**src/rtl/lfsr_rng.sv**
```systemverilog
// Fibonacci LFSR random number source with odd/even/range shaping and a
// single-entry valid/ready output slot; range mode falls back to limit after repeated rejections.
module lfsr_rng #(
    parameter int               WIDTH     = 8,
    parameter logic [WIDTH-1:0] TAPS      = 8'hB8,
    parameter logic [WIDTH-1:0] SEED      = WIDTH'(1),
    parameter int               MAX_TRIES = 4
) (
    input  logic             i_clk,
    input  logic             i_rst_n,
    input  logic             i_load,
    input  logic [WIDTH-1:0] i_seed,
    input  logic [1:0]       i_mode,
    input  logic [WIDTH-1:0] i_limit,
    input  logic             i_out_ready,
    output logic [WIDTH-1:0] o_out_data,
    output logic             o_out_valid,
    output logic             o_fallback
);

    typedef enum logic [1:0] {
        MODE_RAW   = 2'b00,
        MODE_ODD   = 2'b01,
        MODE_EVEN  = 2'b10,
        MODE_RANGE = 2'b11
    } mode_e;

    localparam logic [3:0] LP_LAST_TRY = 4'(MAX_TRIES - 1);

    logic [WIDTH-1:0] r_lfsr;
    logic [WIDTH-1:0] r_out_data;
    logic             r_out_valid;
    logic             r_fallback;
    logic [3:0]       r_tries;

    logic             w_fb;
    logic             w_free;
    logic [WIDTH-1:0] w_cand;
    logic [WIDTH-1:0] w_lfsr_nxt;
    logic [WIDTH-1:0] w_data_nxt;
    logic             w_valid_nxt;
    logic             w_fallback_nxt;
    logic [3:0]       w_tries_nxt;
    mode_e            w_mode;

    assign w_mode = mode_e'(i_mode);
    assign w_fb   = ^(r_lfsr & TAPS);
    assign w_free = !r_out_valid || i_out_ready;

    always_comb begin
        w_cand = r_lfsr;
        case (w_mode)
            MODE_ODD:  w_cand = {r_lfsr[WIDTH-1:1], 1'b1};
            MODE_EVEN: w_cand = {r_lfsr[WIDTH-1:1], 1'b0};
            default:   w_cand = r_lfsr;
        endcase
    end

    // Load wins over everything; otherwise the slot only moves when it is free.
    always_comb begin
        w_lfsr_nxt     = r_lfsr;
        w_data_nxt     = r_out_data;
        w_valid_nxt    = r_out_valid;
        w_tries_nxt    = r_tries;
        w_fallback_nxt = 1'b0;

        if (i_load) begin
            w_lfsr_nxt  = (i_seed == '0) ? SEED : i_seed;
            w_valid_nxt = 1'b0;
            w_tries_nxt = '0;
        end else if (w_free) begin
            w_lfsr_nxt = {r_lfsr[WIDTH-2:0], w_fb};
            if (w_mode != MODE_RANGE || w_cand <= i_limit) begin
                w_data_nxt  = w_cand;
                w_valid_nxt = 1'b1;
                w_tries_nxt = '0;
            end else if (r_tries == LP_LAST_TRY) begin
                w_data_nxt     = i_limit;
                w_valid_nxt    = 1'b1;
                w_fallback_nxt = 1'b1;
                w_tries_nxt    = '0;
            end else begin
                w_valid_nxt = 1'b0;
                w_tries_nxt = r_tries + 4'd1;
            end
        end
    end

    always_ff @(posedge i_clk or negedge i_rst_n) begin
        if (!i_rst_n) begin
            r_lfsr      <= SEED;
            r_out_data  <= '0;
            r_out_valid <= 1'b0;
            r_fallback  <= 1'b0;
            r_tries     <= '0;
        end else begin
            r_lfsr      <= w_lfsr_nxt;
            r_out_data  <= w_data_nxt;
            r_out_valid <= w_valid_nxt;
            r_fallback  <= w_fallback_nxt;
            r_tries     <= w_tries_nxt;
        end
    end

    assign o_out_data  = r_out_data;
    assign o_out_valid = r_out_valid;
    assign o_fallback  = r_fallback;

endmodule

```
**config.mk**
```make
export PLATFORM = sky130hd
export DESIGN_NAME = lfsr_rng
export DESIGN_NICKNAME = d
export VERILOG_FILES = /design/src/rtl/lfsr_rng.sv
export SDC_FILE = /design/constraint.sdc
export NUM_CORES = 1
export LEC_CHECK = 0
export CAP_MARGIN = 40
export CORE_MARGIN = 4
export CORE_UTILIZATION = 40
export CTS_CLUSTER_DIAMETER = 120
export DETAILED_ROUTE_END_ITERATION = 10
export GPL_TIMING_DRIVEN = 0
export MAX_ROUTING_LAYER = met4
export PLACE_DENSITY_LB_ADDON = 0.2
export SYNTH_ARGS = -nofsm -noshare
export SYNTH_HDL_FRONTEND = slang
export SYNTH_SLANG_ARGS = --single-unit
```
**constraint.sdc**
```tcl
create_clock -name i_clk -period 5.98 [get_ports i_clk]
set_clock_uncertainty 0.2 [all_clocks]
set_input_delay 0.598 -clock i_clk [delete_from_list [all_inputs] [get_ports i_clk]]
set_output_delay 0.598 -clock i_clk [all_outputs]
set_load 0.02 [all_outputs]
```
==> impl_metrics.json <==
{
  "status": "finished, final reports clean",
  "cp_max_fo": 9,
  "ant_nets": 0,
  "synth_edf_count": 0,
  "cts.repair.resized": 0,
  "async_flop_share": 1.00,
  "nets": 229,
  "reg2reg_depth": 7,
  "synth.distinct_cells": 42,
  "r2r_slack_ns": 3.58,
  "min_path_type": "flop to flop",
  "peakVddDrop_mv": 0.112,
  "synth_seq_cells": 22,
  "routed_wirelength_microns": 3650,
  "globalRouteMet2Util": 0.265,
  "yosysSeqAreaShare": 0.352,
  "yosysWarnings": 0,
  "slew_headroom": 0.580,
  "final_common_cell": "clkdlybuf4s50_1",
  "path_cells": "clkdlybuf4s50_1 > inv_1 > ha_1 > mux2i_1 > ha_1 > nand4_1 > or3b_4 > a21oi_4 > nor2_2 > a221o_1",
  "core-area_sq_um": 3720,
  "detail_route.first_pass.iterations": 4,
  "drive_gt1_frac": 0.123,
  "clk_latency_ns": 0.26,
  "crit_top_cell": "ha_1",
  "grt_pass1_wl_microns": 6270,
  "hold_buffers": 0,
  "arrival_ns": 3.10,
  "cts_buffer_depth": 2,
  "cts_sinks": 22,
  "syn_nets": 193,
  "synth_ff_type": "dfrtp_1",
  "area_growth_pct": 27.5,
  "setup_tns_ns": 0,
  "busiest_layer": "met2",
  "post-cts-setup-buffers": 0,
  "die_w_microns": 70.6,
  "die-area_sq_um": 4980,
  "drc": 0,
  "start_util": 0.422,
  "p_per_area_nw_per_um2": 221,
  "avgSynthCellArea_sq_um": 9.79,
  "port_buffers": 30,
  "post-route-period-util": 0.526,
  "cpPeakStageDelay_ns": 0.48,
  "gr-usage-met1": 0.203,
  "rsz0062_at_grt": "no",
  "hold_ws_ns": 0.351,
  "hpwl_microns": 2810,
  "cp-endpoint": "o_out_data[0]",
  "syn_inst": 160,
  "p_leak_nw": 0.859,
  "cts-buffers-inserted": 3,
  "fmax_ghz": 0.318,
  "place_congestion": 0.799,
  "crit_path_end_kind": "flop",
  "row_count": 22,
  "clkTransAtPathRegs_ns": 0.08,
  "drt_iter0_drc": 66,
  "grt_max_degree": 16,
  "num_vias": 1340,
  "syn_area_sq_um": 1570,
  "die-height_microns": 70.6,
  "critical_path_depth": 10,
  "cts_max_level": 1,
  "r2r-end": "o_out_data[0]",
  "slowest_stage": "clkdlybuf4s50_1",
  "timing.critical_path.buf_inv": 2,
  "wire_per_inst_microns": 15.0,
  "start_kind": "primary input",
  "post-route-min-period_ns": 3.14,
  "num_io_pins": 32,
  "crit_path_start": "i_mode[1]",
  "r2r-start": "r_lfsr[0]",
  "antenna_cells": 0,
  "root_buffer": "clkbuf_8",
  "cts_tree": "yes",
  "final-setup-viol-count": 0,
  "crit_type": "primary input to flop",
  "use_met3": 0.0313,
  "final_cell_mix": "30 x clkdlybuf4s50_1, 26 x nand2_1, 21 x dfrtp_1",
  "cap_viol_max_count": 0,
  "worst_pin_slew_ns": 0.628,
  "grt_pass1_vias": 1368,
  "final-hold-violation-count": 0,
  "antenna_found_initial": 0,
  "critical-path-top-delay-family": "simple AND/OR/NAND/NOR gates",
  "grt.total_usage": 0.159,
  "finalMaxSlewViolations": 0,
  "vias_per_cell": 5.51,
  "gr-total-overflow": 0,
  "crit_required_ns": 5.93
}
## registers in the layout (all words and copies together), names as in the netlist
register,cells
o_out_data,8
r_lfsr,8
o_out_valid,1
r_tries,4
o_fallback,1
## cell type report
class	count	area [sq um]
timing repair buffer	31	315
fill	344	1720
clock buffer	4	55.1
sequential	22	552
buffer	9	53.8
multi-input combinational	120	927
tap	48	60.1
inverter	9	33.8
## cells by family (layout without fill, tap and decap cells)
logic type | after synthesis | in the layout | synth area share
adders and majority gates | 11 | 11 | 0.0879
AOI/OAI and AO/OA | 40 | 40 | 0.236
xor gates and xnor gates | 3 | 3 | 0.0168
DFF | 22 | 22 | 0.352
muxes | 8 | 8 | 0.0511
and+or+nand+nor | 58 | 58 | 0.200
buffers and inverters | 18 | 53 | 0.0559
## synth_stat cells (2+ instances only)
library cell,instances,share of area
a2bb2oi_1,2,0.011
nor2b_1,4,0.016
clkbuf_1,3,0.0072
a311o_1,7,0.045
dfrtp_1,21,0.34
xnor2_1,3,0.017
ha_1,11,0.088
nand4_1,2,0.0080
mux2i_1,8,0.051
a21oi_1,5,0.016
nand2b_1,2,0.0080
o21ai_0,10,0.032
nand3b_1,2,0.0096
o211ai_1,3,0.014
a2bb2oi_2,6,0.058
nand2_1,26,0.062
and2_1,7,0.028
nor2_1,3,0.0072
inv_1,9,0.022
nand3_1,2,0.0064
buf_4,3,0.014
## power by group
| group | internal [mW] | switching (mW) | leakage [nW] |
|---|---|---|---|
| combinational | 0.0748 | 0.0703 | 0.553 |
| clock | 0.0587 | 0.0506 | 0.0288 |
| sequential | 0.169 | 0.0185 | 0.277 |
| total | 0.302 | 0.139 | 0.859 |
## per-layer routing
layer | share of wire | wire length (microns)
met5 | 0 | 0
met4 | 0.0063 | 23
met3 | 0.054 | 196
met2 | 0.49 | 1800
met1 | 0.45 | 1630
## worst reg2reg max path: cells and delay by family, from the launching register on
kind / cells / cell delay (ns)
compound gates: 2 / 0.53
fa+ha+maj: 1 / 0.29
mux: 1 / 0.11
flops: 1 / 0.55
simple gates: 3 / 0.60
## through the flow
stage / utilization / instances / cell area (sq um) / total power [mW] / setup slack [ns]
2_1_floorplan: - / 160 / 1570 / 0.273 / 3.27
3_3_place_gp: 0.519 / 238 / 1930 / 0.331 / 2.57
3_5_place_dp: 0.523 / 239 / 1940 / 0.336 / 2.54
4_1_cts: 0.537 / 243 / 2000 / 0.447 / 2.81
5_1_grt: 0.537 / 243 / 2000 / 0.467 / 2.68
6_report: 0.537 / 243 / 2000 / 0.442 / 2.84
## worst min path at each step
stage	slack [ns]	to	cells past startpoint	start
floorplan	0.10	o_fallback	0	i_rst_n
global placement	0.32	o_out_data[0]	1	o_out_data[0]
detailed placement	0.34	o_out_data[0]	1	o_out_data[0]
CTS	0.36	o_out_data[0]	1	o_out_data[0]
global route	0.37	o_out_data[0]	1	o_out_data[0]
finish	0.35	o_out_data[0]	1	o_out_data[0]
Note: power is estimated with default switching activity, not from simulation.
